[config.mk]
export PLATFORM = sky130hd
export DESIGN_NAME = uart_rx
export DESIGN_NICKNAME = d
export VERILOG_FILES = /design/src/rtl/uart_rx.sv
export SDC_FILE = /design/constraint.sdc
export NUM_CORES = 1
export LEC_CHECK = 0
export CORE_MARGIN = 3
export CORE_UTILIZATION = 55
export DETAILED_ROUTE_END_ITERATION = 16
export PLACE_DENSITY = 0.76
export RECOVER_POWER = 50
export SYNTH_ARGS = -nofsm -noshare
export SYNTH_HDL_FRONTEND = slang
export SYNTH_SLANG_ARGS = --single-unit
[constraint.sdc]
create_clock -name clk -period 3.1 [get_ports clk]
set_input_delay 0.62 -clock clk [delete_from_list [all_inputs] [get_ports clk]]
set_output_delay 0.62 -clock clk [all_outputs]
set_load 0.01 [all_outputs]
[src/rtl/uart_rx.sv]
// uart_rx: 8N1 serial receiver.
// The RxD line is brought into the clk domain with a two-flop synchronizer.
// A five-state FSM then times each bit from the falling edge of the start bit.
// The start bit is checked half a bit period in. Each data bit and the stop bit
// are sampled one full bit period after the previous sample point.
// A good frame updates data and pulses valid. A low stop bit pulses
// framing_error, and the FSM then waits in BREAK for the line to go high again.

module uart_rx #(
  parameter int CLKS_PER_BIT = 10416
) (
  input  logic       clk,
  input  logic       reset,
  input  logic       RxD,
  output logic [7:0] data,
  output logic       valid,
  output logic       framing_error,
  output logic       busy
);

  localparam int CW = (CLKS_PER_BIT > 2) ? $clog2(CLKS_PER_BIT) : 1;
  localparam int H  = CLKS_PER_BIT / 2;
  localparam logic [CW-1:0] HALF_LAST = CW'(H - 1);
  localparam logic [CW-1:0] BIT_LAST  = CW'(CLKS_PER_BIT - 1);

  typedef enum logic [2:0] {
    ST_IDLE  = 3'd0,
    ST_START = 3'd1,
    ST_DATA  = 3'd2,
    ST_STOP  = 3'd3,
    ST_BREAK = 3'd4
  } state_t;

  logic          sync1_r;
  logic          sync2_r;
  logic          rx_s;

  state_t        state_r;
  state_t        state_next_s;
  logic [CW-1:0] cnt_r;
  logic [CW-1:0] cnt_next_s;
  logic [2:0]    idx_r;
  logic [2:0]    idx_next_s;
  logic [7:0]    shift_r;
  logic [7:0]    shift_next_s;
  logic [7:0]    data_r;
  logic [7:0]    data_next_s;
  logic          valid_r;
  logic          valid_next_s;
  logic          ferr_r;
  logic          ferr_next_s;
  logic          busy_r;
  logic          busy_next_s;

  // Two-flop synchronizer; idle-high reset so no false start bit appears after reset.
  always_ff @(posedge clk or negedge reset) begin
    if (!reset) begin
      sync1_r <= 1'b1;
      sync2_r <= 1'b1;
    end else begin
      sync1_r <= RxD;
      sync2_r <= sync1_r;
    end
  end

  assign rx_s = sync2_r;

  // Next-state, bit timing and strobe generation for the receive FSM.
  always_comb begin
    state_next_s = state_r;
    cnt_next_s   = cnt_r + CW'(1);
    idx_next_s   = idx_r;
    shift_next_s = shift_r;
    data_next_s  = data_r;
    valid_next_s = 1'b0;
    ferr_next_s  = 1'b0;

    case (state_r)
      ST_IDLE: begin
        cnt_next_s = {CW{1'b0}};
        if (rx_s == 1'b0) begin
          state_next_s = ST_START;
        end else begin
          state_next_s = ST_IDLE;
        end
      end

      ST_START: begin
        if (cnt_r == HALF_LAST) begin
          cnt_next_s = {CW{1'b0}};
          idx_next_s = 3'd0;
          if (rx_s == 1'b0) begin
            state_next_s = ST_DATA;
          end else begin
            // Line went back high before mid start bit: treat as a glitch.
            state_next_s = ST_IDLE;
          end
        end else begin
          state_next_s = ST_START;
        end
      end

      ST_DATA: begin
        if (cnt_r == BIT_LAST) begin
          cnt_next_s          = {CW{1'b0}};
          shift_next_s[idx_r] = rx_s;
          if (idx_r == 3'd7) begin
            state_next_s = ST_STOP;
            idx_next_s   = 3'd0;
          end else begin
            state_next_s = ST_DATA;
            idx_next_s   = idx_r + 3'd1;
          end
        end else begin
          state_next_s = ST_DATA;
        end
      end

      ST_STOP: begin
        if (cnt_r == BIT_LAST) begin
          cnt_next_s = {CW{1'b0}};
          if (rx_s == 1'b1) begin
            data_next_s  = shift_r;
            valid_next_s = 1'b1;
            state_next_s = ST_IDLE;
          end else begin
            ferr_next_s  = 1'b1;
            state_next_s = ST_BREAK;
          end
        end else begin
          state_next_s = ST_STOP;
        end
      end

      ST_BREAK: begin
        // Hold here while the line stays low so a break yields no phantom frames.
        cnt_next_s = {CW{1'b0}};
        if (rx_s == 1'b1) begin
          state_next_s = ST_IDLE;
        end else begin
          state_next_s = ST_BREAK;
        end
      end

      default: begin
        state_next_s = ST_IDLE;
        cnt_next_s   = {CW{1'b0}};
        idx_next_s   = 3'd0;
      end
    endcase

    busy_next_s = (state_next_s != ST_IDLE);
  end

  // FSM state, datapath and registered outputs.
  always_ff @(posedge clk or negedge reset) begin
    if (!reset) begin
      state_r <= ST_IDLE;
      cnt_r   <= {CW{1'b0}};
      idx_r   <= 3'd0;
      shift_r <= 8'h00;
      data_r  <= 8'h00;
      valid_r <= 1'b0;
      ferr_r  <= 1'b0;
      busy_r  <= 1'b0;
    end else begin
      state_r <= state_next_s;
      cnt_r   <= cnt_next_s;
      idx_r   <= idx_next_s;
      shift_r <= shift_next_s;
      data_r  <= data_next_s;
      valid_r <= valid_next_s;
      ferr_r  <= ferr_next_s;
      busy_r  <= busy_next_s;
    end
  end

  assign data          = data_r;
  assign valid         = valid_r;
  assign framing_error = ferr_r;
  assign busy          = busy_r;

endmodule

=== Word level (Yosys, flattened, before mapping) ===
Cells that the tools add are included.

* Add/subtract/negate cells: 2
* $lt $le $gt $ge: 2
* Equal/unequal tests: 9
* Mux-type cells: 24
* Bitwise logic cells: 1
* Reduce and logical (&&, ||, !) cells: 8

{| class="wikitable"
|+ Operators with widths
! cell !! count
|-
| 14-bit 2-to-1 mux || 2
|-
| 14-bit one-hot mux with 2 select lines || 1
|-
| 3-bit 2-to-1 mux || 7
|-
| 3-bit one-hot mux with 5 select lines || 1
|-
| 14-bit by 1-bit adder with 14-bit output (second input constant) || 1
|-
| 14-bit by 13-bit equality test with 1-bit output (second input constant) || 1
|-
| 14-bit equality test (second input constant) || 1
|-
| 1-bit 2-to-1 mux || 9
|-
| 3-bit one-hot mux with 3 select lines || 1
|-
| 8-bit bitwise mux || 1
|-
| 3-bit by 2-bit equality test with 1-bit output (second input constant) || 2
|-
| 3-bit equality test (second input constant) || 2
|-
| 3-bit AND reduction || 2
|-
| 3-bit by 4-bit < comparator with 1-bit output (second input constant) || 1
|-
| 2-bit inequality test (second input constant) || 2
|-
| 3-bit by 1-bit adder with 3-bit output (second input constant) || 1
|-
| 1-bit demux with 3-bit select || 1
|-
| 3-bit by 1-bit equality test with 1-bit output (second input constant) || 1
|-
| 3-bit by 1-bit >= comparator with 1-bit output (second input constant) || 1
|-
| 3-bit logical NOT || 1
|-
| 3-bit nonzero test || 1
|-
| 3-bit OR reduction || 1
|-
| 2-bit 2-to-1 mux || 1
|-
| 2-bit AND reduction || 1
|-
| 3 further kinds || 3
|}

* Register bits: 41
* Input port bits: 3
* Logic and storage cells: 56

=== Logic depth before layout (Yosys ltp) ===
Gate-level depths: netlist of the first run.

* Depth in word-level cells: 5
* Mapped depth: 7

=== Worst setup path before layout of the first run ===
Ideal clock, no wire load.

* Kind: reg2reg
* Start point: register cnt_r[0]
* End point: register busy_r, in the netlist busy
* Library setup time: 0.138 ns
* Arrival: 1.846 ns
* Required time: 2.962 ns
* Path slack: 1.116 ns
* Stages on the path, launching flop included: 7
* Path buffers: 1
* Clock period less this slack: 1.984 ns
* Cells stage by stage: dfrtp_1 ha_1 and3_1 clkbuf_1 and4_1 a32o_1 or4b_1

* Word-level cells in the longest chain between the ends: 4

{| class="wikitable"
|+ RTL lines
! element !! line !! source
|-
| from (decl) || 40 || <nowiki>logic [CW-1:0] cnt_r;</nowiki>
|-
| from (signal assigned) || 159 || <nowiki>cnt_r <= {CW{1'b0}};</nowiki>
|-
| from (signal assigned) || 168 || <nowiki>cnt_r <= cnt_next_s;</nowiki>
|-
| 14-bit equality test || 104, 120 ||
|-
| 3-bit 2-to-1 mux || 120 || <nowiki>if (cnt_r == BIT_LAST) begin</nowiki>
|-
| 3-bit one-hot mux with 5 select lines || 78 || <nowiki>case (state_r)</nowiki>
|-
| net state_next_s[2] || 39 || <nowiki>state_t state_next_s;</nowiki>
|-
| 3-bit nonzero test || 152 || <nowiki>busy_next_s = (state_next_s != ST_IDLE);</nowiki>
|-
| net busy_next_s || 53 || <nowiki>logic busy_next_s;</nowiki>
|-
| to (signal assigned) || 174 || <nowiki>busy_r <= busy_next_s;</nowiki>
|-
| to (decl) || 52 || <nowiki>logic busy_r;</nowiki>
|}

The timed path passes the listed nets, and every way through them passes these cells.
A chain may end at the register's enable or synchronous reset.

=== Worst setup path after layout of the first run ===
* Start point: register cnt_r[0]
* End point: register data_r[2], in the netlist data[2]

* Word-level cells in the longest chain between the ends: 2

{| class="wikitable"
|+ RTL lines
! element !! line !! source
|-
| 14-bit equality test || 120 ||
|-
| 3-bit AND reduction (no source line) || -- ||
|-
| to (signal assigned) || 171 || <nowiki>data_r <= data_next_s;</nowiki>
|-
| to (decl) || 46 || <nowiki>logic [7:0] data_r;</nowiki>
|}

No other way between the ends.

==> results of run 1 <==
area by class of cell:
class                           count  share of cell area (%)
Clock inverter                      2                    1.64
Multi-Input combinational cell    115                    39.3
Clock buffer                        6                    1.93
Timing Repair Buffer               13                    5.79
Inverter                            4                   0.702
Sequential cell                    41                    48.1
Tap cell                           44                    2.57
layout by cell type, fill, tap and decap left out, drive strengths merged, types with 4 or more instances in the layout:
master         synthesis  layout
nand3                  5       5
nand2                  6       6
nor3                  10      10
nand4                  5       5
dfrtp                 39      39
clkbuf                 2       7
mux2                  16      16
a32o                   4       4
nor4                   4       4
nor2                  23      23
nor2b                  4       4
clkdlybuf4s50          0      11
xnor2                 10      10
layer usage:
| metal | wire length [microns] | vias up | track usage [%] |
|---|---|---|---|
| li1 | - | 628 | - |
| met1 | 1610 | 635 | 26.9 |
| met2 | 1640 | 36 | 29.6 |
| met3 | 173 | 10 | 6.67 |
| met4 | 75 | 0 | 7.51 |
| met5 | 0 | - | 0 |
stage by stage:
step / setup slack [ns] / util (%) / area, sq um / total power [W] / hold WS [ns]
after floorplan: 1.12 / - / 1920 / 0.000550 / 0.324
after global placement: 1.06 / 64.9 / 2080 / 0.000563 / 0.346
after detailed placement: 0.984 / 64.9 / 2080 / 0.000563 / 0.349
after CTS: 0.936 / 67.3 / 2150 / 0.000897 / 0.365
after global routing: 0.544 / 66.8 / 2140 / 0.000924 / 0.376
final: 0.745 / 66.8 / 2140 / 0.000886 / 0.364
state kept, by name, indices dropped and copies added (netlist names):
name / flops
cnt_r: 14
data: 8
shift_r: 8
idx_r: 3
state_r: 3
busy: 1
framing_error: 1
rx_s: 1
sync1_r: 1
valid: 1
cell families (layout without fill, tap and decap cells):
kind of cell	Yosys count	in the layout	share of synthesized area, %
buffers and inverters	8	25	2.02
DFF	41	41	53.5
AOI/OAI and AO/OA	9	9	3.97
muxes	17	17	9.90
adders and majority gates	3	3	1.95
and+or+nand+nor	74	74	23.2
xor gates and xnor gates	12	12	5.47
path summary, 6_finish.rpt:
kind,startpoint,to,slack [ns],cells past startpoint
min in group asynchronous,reset,idx_r[0]$_DFFE_PN0P_,0.84,1
max,cnt_r[0]$_DFF_PN0_,data[2]$_DFFE_PN0P_,0.74,5
min,sync1_r$_DFF_PN1_,rx_s$_DFF_PN1_,0.36,0
max reg2reg,cnt_r[0]$_DFF_PN0_,data[2]$_DFFE_PN0P_,0.74,5
max in group asynchronous,reset,shift_r[0]$_DFFE_PN0P_,1.05,1
min reg2reg,sync1_r$_DFF_PN1_,rx_s$_DFF_PN1_,0.36,0
power groups by stage:
stage,clock network (W),registers [W],logic [W]
2_1_floorplan,0,0.000548,0.00000260
3_3_place_gp,0,0.000549,0.0000135
3_5_place_dp,0,0.000549,0.0000140
4_1_cts,0.000344,0.000539,0.0000141
5_1_grt,0.000369,0.000540,0.0000148
6_report,0.000334,0.000539,0.0000124
==> results by group, run 1 <==
Worst setup path
  • Worst path cell trace: ha_1, and3_1, nand4_1, nor3_4, mux2_2
  • Kind of cell with the highest combined delay on the critical path: simple AND/OR/NAND/NOR gates
  • Critical path class: flip-flop to flip-flop
  • Data arrival time of the critical path: 2.59 ns
  • Worst-path cell with the longest stage delay: sky130_fd_sc_hd__nor3_4
  • Sum of buffers and inverters on the critical path: 0
  • Largest stage delay, worst path: slightly above 0.5 ns
  • Req. time, crit path: roughly 3.3 ns
  • Crit path capture type: flip-flop
  • Crit path launch type: flip-flop
  • Biggest fanout along the worst timing path: 10

Power and ir drop
  • Cell Int Power: between 0.0007 and 0.0008 W
  • Logic gate share of total power: 1.4%
  • Net switching power of the design: between 0.00015 and 0.0002 W
  • Proportion of power drawn by flip-flops and latches: 60.9%
  • Fraction of power spent switching nets: 20.2%
  • Worst VDD drop: ~0.00038 V
  • Ratio of total power to cell area: slightly above 400 nW/um^2
  • Clock power frac: roughly 38%
  • Static leakage power: 0.938 nW

Logic synthesis
  • Sequential area share after synthesis: between 50 and 60%
  • Warnings, synthesis: 0
  • Synthesized Nets: 170
  • Synthesized instance count: between 150 and 200
  • Post-synthesis register bit count: 41
  • Cell type with the highest aggregate area in the netlist: sky130_fd_sc_hd__dfrtp_1
  • Commonest cells post-synth: sky130_fd_sc_hd__dfrtp_1 (39), sky130_fd_sc_hd__nor2_1 (23), sky130_fd_sc_hd__mux2_2 (16)
  • Post-synth design cell area: 1920 sq um
  • EDFF count, synth: 0
  • Netlist cell types: 38
  • Cell with the most instances after synthesis: sky130_fd_sc_hd__dfrtp_1
  • Share of synthesized flip-flops with an asynchronous set or reset: 100%
  • Top cells by area, synth: sky130_fd_sc_hd__dfrtp_1 (51%), sky130_fd_sc_hd__mux2_2 (9.4%), sky130_fd_sc_hd__xnor2_1 (4.6%)
  • Ys flop type: sky130_fd_sc_hd__dfrtp_1
  • Mean post-synth cell area: approximately 12 sq um
  • Synth top area share: about half

Timing
  • Final-layout setup total negative slack: 0 ns
  • Unrepaired setup endpoints after global routing: no
  • Fin. Hold Viols: 0
  • Clock period minus worst slack: 2.36 ns
  • Least-Margin Pin Slew: around 2.1 ns
  • Final clock period utilization by the worst path: 76.0%
  • Number of max-slew violations in the final report: 42
  • Finish-stage setup viols: 0
  • Skew final: between 0.02 and 0.025 ns
  • Worst slew slack as a fraction of its limit: -39.2%
  • Highest Clock Rate: 0.425 GHz

CTS
  • Buffers from clock root to sink, at most: 2
  • H-Tree Depth: 2
  • Resized cells post-CTS: 0
  • Insertion delay of the later-clocked pin in the worst-skew pair: around 0.36 ns
  • Clock-pin transition on the worst setup and hold timing paths: 0.10 ns
  • Total clock sinks: 41
  • Clock root buffer: sky130_fd_sc_hd__clkbuf_4
  • Buffer count from post-CTS setup fixing: 0
  • Number of CTS-inserted buffers: 5
  • TritonCTS clock tree: built
  • Hold-fix buffer count after cts: 0

Status
  • Result of the run: finished with violations
  • Violations in the final reports: max-capacitance violations, max-slew violations

Final layout
  • Total of fill cells in the finished design: approximately 270
  • Multi-input combinational cell area: roughly 840 sq um
  • Non-filler cells in the finished layout: between 200 and 250
  • Synthesis-to-finish area growth: 11.3%
  • Fraction of final layout cells with drive strength greater than 1: between 10% and 20%
  • Number of inserted diodes: 0
  • Net total in the final layout: about 190
  • Area occupied by registers: 1030 sq um

Detailed routing
  • Final antenna-violating net count: 0
  • Total via count in the routed design: 1309
  • Wirelength per Cell: approximately 16 microns
  • # DRC: 0
  • Routed wire length: 3490 microns
  • Number of iterations in the first detailed-routing pass: 4
  • Iteration-0 DRC Markers: ~180
  • Average vias per placed instance: 5.82

Die
  • Boundary Pins: 14
  • Initial Utilization: between 50% and 60%
  • Area of the core: roughly 3200 sq um
  • Count of standard-cell rows: 20
  • Vertical die dimension: about 65 microns
  • Die width: 65.1 microns
  • Die Footprint: between 4000 and 5000 sq um

Global route
  • All-Layer GR Usage: 19.8%
  • Leftover overflow at the end of global routing: 0
  • First-pass GRT wire length: between 6000 and 7000 microns
  • Largest net degree at the start of global routing: 42
  • Via count of the first global-routing pass: 1287
  • Antenna violations before repair: 0

Place
  • HPWL after detailed placement: between 2000 and 3000 microns
  • PortBufs: 13
  • Number of placed instances with taps included: 217
  • Final RePlAce weighted congestion: about 0.87

Flow run
  • Count of maximum capacitance violations: 1

Worst hold path
  • Tightest Hold Check Type: flip-flop to flip-flop
(Power assumes the default switching activity.)
==> run 2: changes to the inputs <==
clock period = 2.25 ns   (was 3.1 ns; I/O delays follow)
==> results by group, run 2 (synthesized netlist as in run 1, its figures left out) <==
Status
  • Result of the run: finished, final reports clean

Power and ir drop
  • Static leakage power: 0.957 nW
  • Ratio of total power to cell area: 514 nW/um^2
  • Worst VDD drop: between 0.0003 and 0.0004 V

Detailed routing
  • # DRC: 0
  • Wirelength per Cell: about 15 microns
  • Number of iterations in the first detailed-routing pass: 4
  • Routed wire length: 3510 microns
  • Total via count in the routed design: 1324
  • Average vias per placed instance: 5.78
  • Final antenna-violating net count: 0
  • Iteration-0 DRC Markers: between 90 and 100

Global route
  • Leftover overflow at the end of global routing: 0
  • Via count of the first global-routing pass: between 1000 and 1500
  • Largest net degree at the start of global routing: 20
  • Antenna violations before repair: 0
  • First-pass GRT wire length: 6260 microns
  • All-Layer GR Usage: about 20%

Final layout
  • Number of flip-flops in the largest register: 14
  • Number of inserted diodes: 0
  • Synthesis-to-finish area growth: 12.4%
  • Largest Register: cnt_r
  • Total of fill cells in the finished design: ~260
  • Net total in the final layout: 190
  • Fraction of final layout cells with drive strength greater than 1: approximately 17%
  • Leading cell type in the layout, fill and taps excluded: sky130_fd_sc_hd__dfrtp_1
  • Most frequent cells in the layout: sky130_fd_sc_hd__dfrtp_1 (39), sky130_fd_sc_hd__nor2_1 (23), sky130_fd_sc_hd__mux2_2 (16)

CTS
  • Insertion delay of the later-clocked pin in the worst-skew pair: roughly 0.34 ns
  • Clock-pin transition on the worst setup and hold timing paths: between 0.1 and 0.15 ns
  • H-Tree Depth: 2
  • Number of CTS-inserted buffers: 5
  • Clock root buffer: sky130_fd_sc_hd__clkbuf_4
  • Total clock sinks: slightly above 40
  • Buffers from clock root to sink, at most: 2
  • Buffer count from post-CTS setup fixing: 0
  • TritonCTS clock tree: built

Worst setup path
  • Crit path capture type: flip-flop
  • RR Startpoint: cnt_r[0]$_DFF_PN0_
  • Critical path class: flip-flop to flip-flop
  • Largest stage delay, worst path: 0.46 ns
  • Sum of buffers and inverters on the critical path: 0
  • Crit path launch type: flip-flop
  • Kind of cell with the highest combined delay on the critical path: simple AND/OR/NAND/NOR gates
  • Biggest fanout along the worst timing path: 6
  • Data arrival time of the critical path: approximately 2.3 ns
  • Req. time, crit path: roughly 2.5 ns
  • Worst path cell trace: ha_1, and3_1, and4_1, mux2i_1, or4b_1
  • Worst-path cell with the longest stage delay: sky130_fd_sc_hd__or4b_1
  • Crit. Startpoint: cnt_r[0]$_DFF_PN0_

Timing
  • Worst slew slack as a fraction of its limit: 31.6%
  • Number of max-slew violations in the final report: 0
  • Final clock period utilization by the worst path: 93.0%
  • Skew final: about 0.011 ns
  • Final-layout setup total negative slack: 0 ns
  • Least-Margin Pin Slew: about 1.0 ns
  • Unrepaired setup endpoints after global routing: no
  • Fin. Hold Viols: 0
  • Finish-stage setup viols: 0
  • Hold WS: roughly 0.37 ns
  • Clock period minus worst slack: 2.09 ns
  • Highest Clock Rate: ~0.48 GHz

Die
  • Area of the core: 3200 sq um
  • Die width: approximately 65 microns
  • Vertical die dimension: approximately 65 microns
  • Initial Utilization: about 60%
  • Count of standard-cell rows: 20
  • Boundary Pins: 14
  • Die Footprint: ~4200 sq um

Place
  • HPWL after detailed placement: approximately 2600 microns
  • PortBufs: 13
  • Final RePlAce weighted congestion: around 0.9

Flow run
  • Count of maximum capacitance violations: 0

Worst hold path
  • Start point of the worst hold path: sync1_r$_DFF_PN1_
  • Tightest Hold Check Type: flip-flop to flip-flop
## run 2: changes by cell type in the layout (fill, tap and decap cells not counted), sizes merged
cell,before,now
clkbuf,7,9
dlygate4sd3,1,2
clkinv,2,3
buf,0,1
bufinv,1,0
## run 2: repair_timing
action | 4_1_cts | 5_1_grt
hold buffers | 1 | 0
resized for setup | 0 | 1
endpoints found under the hold margin | 3 | 0
setup endpoints to repair | 0 | 1
## run 2: layout make-up
cell class / instances / area (sq um) / share of cell area, %
clock buffers: 6 / 41.3 / 1.91
clock inverters: 2 / 10.0 / 0.463
inverters: 4 / 15.0 / 0.695
multi-input cells: 115 / 861 / 39.9
flip-flops and latches: 41 / 1030 / 47.6
well taps: 44 / 55.1 / 2.55
repair buffers: 17 / 149 / 6.89
## run 2: final timing paths
kind / end / slack (ns) / cells past startpoint
worst min register to register: rx_s$_DFF_PN1_ / 0.37 / 0
min in group asynchronous: busy$_DFF_PN0_ / 0.47 / 2
worst max register to register: busy$_DFF_PN0_ / 0.16 / 5
max in group asynchronous: shift_r[5]$_DFFE_PN0P_ / 0.56 / 3
worst min-delay path: rx_s$_DFF_PN1_ / 0.37 / 0
worst max-delay path: busy$_DFF_PN0_ / 0.16 / 5
## run 2: through the flow
step | power, W | util (%) | instances | instance area, sq um | worst slack [ns]
after floorplan | 0.000758 | - | 164 | 1920 | 0.266
after global placement | 0.000778 | 65.6 | 220 | 2100 | 0.230
after detailed placement | 0.000779 | 65.6 | 220 | 2100 | 0.200
after CTS | 0.00112 | 67.5 | 229 | 2160 | 0.177
after global routing | 0.00116 | 67.4 | 229 | 2160 | 0.00930
final | 0.00111 | 67.4 | 229 | 2160 | 0.157
## run 2: worst register-to-register path, cell delays in order, from the launching register on
cell	delay [ns]
sky130_fd_sc_hd__dfrtp_1	0.39
sky130_fd_sc_hd__ha_1	0.23
sky130_fd_sc_hd__and3_1	0.34
sky130_fd_sc_hd__and4_1	0.31
sky130_fd_sc_hd__mux2i_1	0.25
sky130_fd_sc_hd__or4b_1	0.46
## run 2: metal layers
metal	GRT usage, %	up-vias	share of wire (%)
li1	-	631	-
met1	25.7	643	47
met2	31.2	41	47
met3	5.30	9	4.2
met4	6.48	0	1.6
met5	0	-	0
## run 2: power breakdown
part / switching [W] / internal (W) / total, W
clock: 0.000229 / 0.000119 / 0.000348
sequential: 0.00000298 / 0.000740 / 0.000743
combinational: 0.0000161 / 0.00000378 / 0.0000198
total: 0.000248 / 0.000863 / 0.00111
